<file path="src/rtl/lfsr_range_rng.sv">
// Galois LFSR random source with a bounded req/valid draw in [0, limit] by rejection sampling.
// Optional zero-state repair is enabled by defining LFSR_LOCKUP_GUARD_EN.
module lfsr_range_rng #(
    parameter int unsigned      WIDTH     = 16,
    parameter logic [WIDTH-1:0] TAPS      = 16'hB400,
    parameter logic [WIDTH-1:0] SEED      = 16'h000F,
    parameter int unsigned      MAX_DRAWS = 8
) (
    input  logic             clk,
    input  logic             reset,
    input  logic             en,
    input  logic             seed_load,
    input  logic [WIDTH-1:0] seed_in,
    input  logic             req,
    input  logic [WIDTH-1:0] limit,
    output logic             busy,
    output logic [WIDTH-1:0] rand_out,
    output logic             rand_valid,
    output logic [WIDTH-1:0] raw_out,
    output logic             lockup
);

    localparam int unsigned CntW = (MAX_DRAWS > 1) ? $clog2(MAX_DRAWS) : 1;
    localparam logic [CntW-1:0] LastDraw = CntW'(MAX_DRAWS - 1);

    typedef enum logic [0:0] {StIdle, StDraw} state_e;

    state_e           state_q, state_d;
    logic [WIDTH-1:0] lfsr_q, lfsr_d;
    logic [WIDTH-1:0] limit_q, limit_d;
    logic [CntW-1:0]  cnt_q, cnt_d;
    logic             busy_q, busy_d;
    logic [WIDTH-1:0] rand_q, rand_d;
    logic             valid_q, valid_d;
    logic             lockup_d;

    logic [WIDTH-1:0] step_val;
    logic [WIDTH-1:0] mask;
    logic [WIDTH-1:0] cand;
    logic             stepping;

    assign step_val = (lfsr_q >> 1) ^ (lfsr_q[0] ? TAPS : '0);
    assign stepping = (state_q == StDraw) || en;

    // Smear limit_q rightwards so mask is the smallest all-ones value covering it.
    always_comb begin
        mask = limit_q;
        for (int i = 1; i < int'(WIDTH); i++) begin
            mask = mask | (limit_q >> i);
        end
    end

    assign cand = lfsr_q & mask;

    always_comb begin
        lfsr_d   = lfsr_q;
        lockup_d = 1'b0;
        if (seed_load) begin
            lfsr_d = seed_in;
        end else if (stepping) begin
            lfsr_d = step_val;
        end
`ifdef LFSR_LOCKUP_GUARD_EN
        if (lfsr_d == '0) begin
            lfsr_d   = SEED;
            lockup_d = 1'b1;
        end
`endif
    end

    always_comb begin
        state_d = state_q;
        limit_d = limit_q;
        cnt_d   = cnt_q;
        busy_d  = busy_q;
        rand_d  = rand_q;
        valid_d = 1'b0;
        unique case (state_q)
            StIdle: begin
                if (req) begin
                    limit_d = limit;
                    cnt_d   = '0;
                    busy_d  = 1'b1;
                    state_d = StDraw;
                end
            end
            StDraw: begin
                // A seed load pre-empts this cycle's draw entirely.
                if (!seed_load) begin
                    cnt_d = cnt_q + CntW'(1);
                    if (cand <= limit_q) begin
                        rand_d  = cand;
                        valid_d = 1'b1;
                        busy_d  = 1'b0;
                        state_d = StIdle;
                    end else if (cnt_q == LastDraw) begin
                        // cand < 2*(limit_q+1), so one subtraction lands in range.
                        rand_d  = cand - (limit_q + WIDTH'(1));
                        valid_d = 1'b1;
                        busy_d  = 1'b0;
                        state_d = StIdle;
                    end
                end
            end
            default: state_d = StIdle;
        endcase
    end

    always_ff @(posedge clk) begin
        if (reset) begin
            state_q <= StIdle;
            lfsr_q  <= SEED;
            limit_q <= '0;
            cnt_q   <= '0;
            busy_q  <= 1'b0;
            rand_q  <= '0;
            valid_q <= 1'b0;
        end else begin
            state_q <= state_d;
            lfsr_q  <= lfsr_d;
            limit_q <= limit_d;
            cnt_q   <= cnt_d;
            busy_q  <= busy_d;
            rand_q  <= rand_d;
            valid_q <= valid_d;
        end
    end

`ifdef LFSR_LOCKUP_GUARD_EN
    logic lockup_q;
    always_ff @(posedge clk) begin
        if (reset) begin
            lockup_q <= 1'b0;
        end else begin
            lockup_q <= lockup_d;
        end
    end
    assign lockup = lockup_q;
`else
    logic unused_lockup;
    assign unused_lockup = lockup_d;
    assign lockup        = 1'b0;
`endif

    assign busy       = busy_q;
    assign rand_out   = rand_q;
    assign rand_valid = valid_q;
    assign raw_out    = lfsr_q;

endmodule

</file>
<file path="config.mk">
export PLATFORM = sky130hd
export DESIGN_NAME = lfsr_range_rng
export DESIGN_NICKNAME = d
export VERILOG_FILES = /design/src/rtl/lfsr_range_rng.sv
export SDC_FILE = /design/constraint.sdc
export NUM_CORES = 1
export LEC_CHECK = 0
export BUFFER_PORTS_ARGS = -buffer_cell sky130_fd_sc_hd__buf_2
export CAP_MARGIN = 5
export CORE_ASPECT_RATIO = 0.75
export CORE_MARGIN = 2
export CORE_UTILIZATION = 35
export CTS_CLUSTER_DIAMETER = 200
export DETAILED_ROUTE_END_ITERATION = 16
export PLACE_DENSITY_LB_ADDON = 0.15
export SETUP_SLACK_MARGIN = 0.4
export SLEW_MARGIN = 20
export SYNTH_ARGS = -nofsm -noshare
export SYNTH_HDL_FRONTEND = slang
export SYNTH_SLANG_ARGS = --single-unit
</file>
<file path="constraint.sdc">
create_clock -name clk -period 3.7 [get_ports clk]
set_input_delay 0.74 -clock clk [delete_from_list [all_inputs] [get_ports clk]]
set_output_delay 0.74 -clock clk [all_outputs]
set_load 0.1 [all_outputs]
</file>
======== Word level (Yosys, flattened, before mapping) ========
Index checks and enable logic that the tools add are counted.
word-level totals
  input port bits ......................... 37
  output and inout port bits .............. 35
  flip-flop bits (word level) ............. 54
  word-level logic and storage cells ...... 62
operators by class
  mux-type cells .......................... 20
  add/subtract/negate cells ............... 3
  reduce and logical (&&, ||, !) cells .... 8
  bitwise gates (word level) .............. 19
  equality and inequality tests ........... 4
  magnitude comparators ................... 1
operator list
  kind                     number
  $mux W16                 5
  $add A16 B1 Y16 const B  1
  $and A16 B16 Y16         1
  $le A16 B16 Y1           1
  $or A16 B1 Y16           1
  $or A16 B10 Y16          1
  $or A16 B11 Y16          1
  $or A16 B12 Y16          1
  $or A16 B13 Y16          1
  $or A16 B14 Y16          1
  $or A16 B15 Y16          1
  $or A16 B2 Y16           1
  $or A16 B3 Y16           1
  $or A16 B4 Y16           1
  $or A16 B5 Y16           1
  $or A16 B6 Y16           1
  $or A16 B7 Y16           1
  $or A16 B8 Y16           1
  $or A16 B9 Y16           1
  $sub A16 B16 Y16         1
  $xor A15 B16 Y16         1
  $mux W1                  10
  $mux W3                  2
  $pmux W3 S2              1
  other kinds (11)         17

======== Longest topological paths before layout ========
  depth after elaboration ................. 20
  mapped depth ............................ 15
  mapped depth without buffers ............ 14

======== Worst setup path after synthesis ========
No wires, ideal clock.
  kind .................................... reg-to-reg
  start ................................... register limit_q[15]
  end ..................................... register rand_q[12] (netlist: rand_out[12])
  data required time ...................... 3.582 ns
  path slack .............................. 0.179 ns
  buffers on the path ..................... 0
  arrival time ............................ 3.404 ns
  clock period less this slack ............ 3.521 ns
  cell stages (with the launch flop) ...... 15
  library setup time ...................... 0.118 ns
  path through ............................ dfxtp_1 -> or4_4 -> nor4_2 -> nand3_1 -> o21ai_0 -> inv_1 -> ha_1 -> fa_1 -> a21o_1 -> a21o_1 -> a211oi_1 -> o21ai_0 -> xor2_1 -> mux2_2 -> a22o_1
between the ends
  word-level cells in the longest chain between the ends .. 19
ends and longest elaborated chain
  what                          RTL line  source
  start, declared               30        logic [WIDTH-1:0] limit_q, limit_d;
  start signal, assigned        121       limit_q <= limit_d;
  $or A16 B15 Y16               49        mask = mask | (limit_q >> i);
  $or A16 B14 Y16               49
  $or A16 B13 Y16               49
  $or A16 B12 Y16               49
  $or A16 B11 Y16               49
  $or A16 B10 Y16               49
  $or A16 B9 Y16                49
  $or A16 B8 Y16                49
  [... 3 more ...]              --
  $or A16 B4 Y16                49
  $or A16 B3 Y16                49
  $or A16 B2 Y16                49
  $or A16 B1 Y16                49
  $and A16 B16 Y16              53        assign cand = lfsr_q & mask;
  $le A16 B16 Y1                91        if (cand <= limit_q) begin
  $reduce_bool A2 Y1 (no line)  --
  $reduce_and A3 Y1 (no line)   --
  end signal, assigned          124       rand_q <= rand_d;
  end, declared                 33        logic [WIDTH-1:0] rand_q, rand_d;
Several ways; a longest one is shown, not always the timed one. The select of a mux whose other input is x is not followed.
A chain may end at the register's enable or synchronous reset.

======== Final worst setup path ========
Same ends and word-level chain as after synthesis.

==> flow_metrics.env <==
export IMPL_htree_num_levels=2
export IMPL_synth_seq_cells=54
export IMPL_synth_edf_count=0
export IMPL_syn_cell_area_um2=3240
export IMPL_clk_pin_slew_ps=70
export IMPL_die_w_um=115
export IMPL_crit_type="flop to flop"
export IMPL_num_antenna_cells=0
export IMPL_synth_compound_area_share_pct=22.1
export IMPL_use_met2_pct=31.6
export IMPL_grt_first_pass_wirelength_um=15600
export IMPL_vias=3221
export IMPL_busiest_layer="met2"
export IMPL_first_iter_violations=130
export IMPL_nFillCells=891
export IMPL_cts_made_buffers=5
export IMPL_root_buffer="clkbuf_16"
export IMPL_ys_types=57
export IMPL_r2r_cells=15
export IMPL_fmax_mhz=275
export IMPL_clock_skew_ps=3.92
export IMPL_status="finished, final reports clean"
export IMPL_r2r_setup_slack_ps=60
export IMPL_global_route_usage_total_pct=20.1
export IMPL_switchingPower_w=0.00135
export IMPL_async_flop_share_pct=0
export IMPL_drc=0
export IMPL_fin_cells=628
export IMPL_hold_buffers=0
export IMPL_grt_overflow_total=0
export IMPL_syn_to_final_growth_pct=41.4
export IMPL_setup_ws_ps=59.9
export IMPL_drive_gt1_share_pct=35.1
export IMPL_dr_pass1_iters=4
export IMPL_p_per_area_nw_per_um2=667
export IMPL_slew_violations=0
export IMPL_r2r_start="limit_q[15]$_SDFFE_PP0P_"
export IMPL_cts_tree="built"
export IMPL_p_leak_nw=1.94
export IMPL_grt_pass1_vias=3004
export IMPL_relSlewSlack_pct=37.1
export IMPL_synth_xor_area_share_pct=3.78
export IMPL_endpoint_kind="flop"
export IMPL_detail_route_wl_per_cell_um=15.5
export IMPL_dp_slack_ps=-9.77
export IMPL_regToRegEndpoint="rand_out[12]$_SDFFE_PP0P_"
export IMPL_coreArea_um2=9010
export IMPL_clkLatencyLatePin_ps=300
export IMPL_cp_startpoint="limit_q[15]$_SDFFE_PP0P_"
export IMPL_antenna_found_initial=0
export IMPL_power_share_switching_pct=44.1
export IMPL_internal_power_w=0.00171
export IMPL_finalCriticalPeriod_ps=3640
export IMPL_nNetsFinal=571
export IMPL_total_power_w=0.00306
export IMPL_cts_max_path_buffers=2
export IMPL_final_util_pct=50.9
export IMPL_clock_sinks=54
export IMPL_timing_final_crit_share_pct=98.4
export IMPL_grt_max_degree=40
export IMPL_grtUsageMet3_pct=4.04
export IMPL_cp_start_kind="flop"
export IMPL_globalplace_congestion=0.930
export IMPL_worst_slew_pin_slew_ps=940
export IMPL_die_y_um=87.4
export IMPL_initial_core_util_pct=36.0
export IMPL_yosysSeqAreaShare_pct=33.3
export IMPL_critPathArrivalTime_ps=3840
export IMPL_synth_simple_area_share_pct=22.6
export IMPL_met1_usage_pct=27.6
export IMPL_dieArea_um2=10100
export IMPL_syn_avg_cell_area_um2=7.81
export IMPL_ant_nets=0
export IMPL_yosysWarningCount=0
export IMPL_placement_rows=30
export IMPL_pwr_share_comb_pct=60.8
export IMPL_maxCapViolations=0
export IMPL_crit_end="rand_out[12]$_SDFFE_PP0P_"
export IMPL_muxShareOfSynthArea_pct=4.98
export IMPL_totalWireLength_um=9740
export IMPL_cp_max_fo=5
export IMPL_avgViaCountPerCell=5.13
export IMPL_synthCells=415
export IMPL_synthAdderAreaFrac_pct=7.56
export IMPL_placed_cells=585
export IMPL_io_buffers=70
export IMPL_p_clk_share_pct=16.0
export IMPL_peakVddDrop_mv=0.256
export IMPL_synth_net_count=471
export IMPL_worstHoldPathType="flop to flop"
export IMPL_ys_flop_type="dfxtp_1"
export IMPL_setup_violations=0
export IMPL_hpwlAfterDp_um=6880
export IMPL_seq_power_share_pct=23.3
export IMPL_cp_required_ps=3900
export IMPL_synth_top_family_by_area="simple AND/OR/NAND/NOR gates"
export IMPL_pin_count=72
export IMPL_rsz0062_at_grt="true"
export IMPL_hold_viol=0
-- Yosys cell counts (2+ instances only) --
cell type,n,area [µm²]
o41a_1,2,22.5
buf_6,2,22.5
nand4_1,4,25.0
o211ai_1,3,22.5
or3_1,2,12.5
nand2_1,72,270
nor3_1,4,20.0
nor2b_1,7,43.8
clkbuf_1,14,52.6
a31oi_1,2,12.5
xor2_1,5,43.8
a21oi_1,48,240
o21a_1,6,45.0
nand3_1,5,25.0
o21ai_0,13,65.1
a22o_1,2,17.5
mux2i_1,15,150
a211oi_1,4,30.0
a21o_1,8,60.1
xnor2_1,9,78.8
buf_4,2,15.0
ha_1,18,225
o21ai_1,7,35.0
and2_1,4,25.0
nor2_1,37,139
inv_1,18,67.6
buf_2,2,10.0
a22oi_1,4,30.0
nor4_1,4,25.0
o31a_1,5,43.8
and3_1,3,18.8
nand2b_1,6,37.5
dfxtp_1,54,1080
-- worst max-delay path: stages, from the launching register on --
cell and delay (ps):
dfxtp_4 340, or4_4 550, nor4_4 300, buf_6 170
nand3_2 80, o21ai_2 210, inv_2 70, ha_4 160
fa_2 340, a21o_1 160, a21o_1 180, a211oi_2 250
o21ai_1 120, xor2_1 160, mux2_2 260, a22o_1 170
-- final cells by class --
class,instances,area [µm²],share of cell area [%]
inverter,19,78.8,1.72
timing repair buffer,114,743,16.2
multi-input combinational,321,2390,52.1
clock buffer,7,143,3.11
tap,112,140,3.06
clock inverter,1,5.00,0.109
sequential,54,1090,23.7
-- power by group through the flow --
stage,combinational [W],clock [W],sequential [W]
final,0.00186,0.000488,0.000712
after global routing,0.00199,0.000525,0.000723
after CTS,0.00158,0.000503,0.000713
after detailed placement,0.00131,0,0.000727
after global placement,0.00130,0,0.000726
after floorplan,0.000725,0,0.00104
-- registers in the layout, indices dropped and copies added, names as in the netlist --
name and cells:
raw_out 16, busy 1, state_q 1, limit_q 16, rand_out 16, rand_valid 1, cnt_q 3
-- cell families (layout without fill, tap and decap cells) --
kind of cell / count (synthesis) / in the layout
adder cells (fa/ha/maj): 19 / 19
buffers and inverters: 41 / 141
multiplexers: 16 / 16
flip-flops: 54 / 54
other: 1 / 1
XOR/XNOR: 14 / 14
AND/OR/NAND/NOR: 157 / 157
AO/OA/AOI/OAI: 113 / 114
-- layer usage --
| layer | wire, µm | vias up |
|---|---|---|
| met3 | 473 | 14 |
| met5 | 0 | - |
| met2 | 4380 | 68 |
| li1 | - | 1649 |
| met4 | 187 | 0 |
| met1 | 4710 | 1490 |
-- metrics by stage --
stage               cell area (µm²)  TNS, ps  hold slack (ps)
floorplan                      3330        0              449
detailed placement             3780    -9.77              439
global route                   4590     -371              467
CTS                            4270        0              453
finish                         4590        0              440
global placement               3780        0              430
-- cell usage in the layout (no fill, tap or decap), types with 6 or more instances in the layout --
master	count
xnor2_1	8
buf_6	10
dfxtp_1	52
ha_4	9
a21o_1	8
o21a_1	6
buf_2	70
ha_1	9
nand2b_1	6
inv_1	17
mux2i_1	8
nor2_1	37
o21ai_1	13
buf_4	32
a21oi_1	43
nor2b_1	7
nand2_1	70
-- worst min-delay path by stage --
stage               slack (ps)                      from  cells past startpoint                        to
global route               470  rand_out[5]$_SDFFE_PP0P_                      2  rand_out[5]$_SDFFE_PP0P_
CTS                        450  rand_out[5]$_SDFFE_PP0P_                      2  rand_out[5]$_SDFFE_PP0P_
global placement           430  rand_out[0]$_SDFFE_PP0P_                      2  rand_out[0]$_SDFFE_PP0P_
detailed placement         440  rand_out[0]$_SDFFE_PP0P_                      2  rand_out[0]$_SDFFE_PP0P_
finish                     440  rand_out[0]$_SDFFE_PP0P_                      2  rand_out[0]$_SDFFE_PP0P_
floorplan                  450  limit_q[12]$_SDFFE_PP0P_                      2  limit_q[12]$_SDFFE_PP0P_
-- repair_timing --
| item | CTS | global route |
|---|---|---|
| gates resized for setup | 45 | 38 |
| buffers inserted | 15 | 18 |
| gates cloned | 2 | 0 |
| pin swaps | 14 | 21 |
| endpoints found under the setup margin | 18 | 19 |
(Power assumes the default switching activity.)
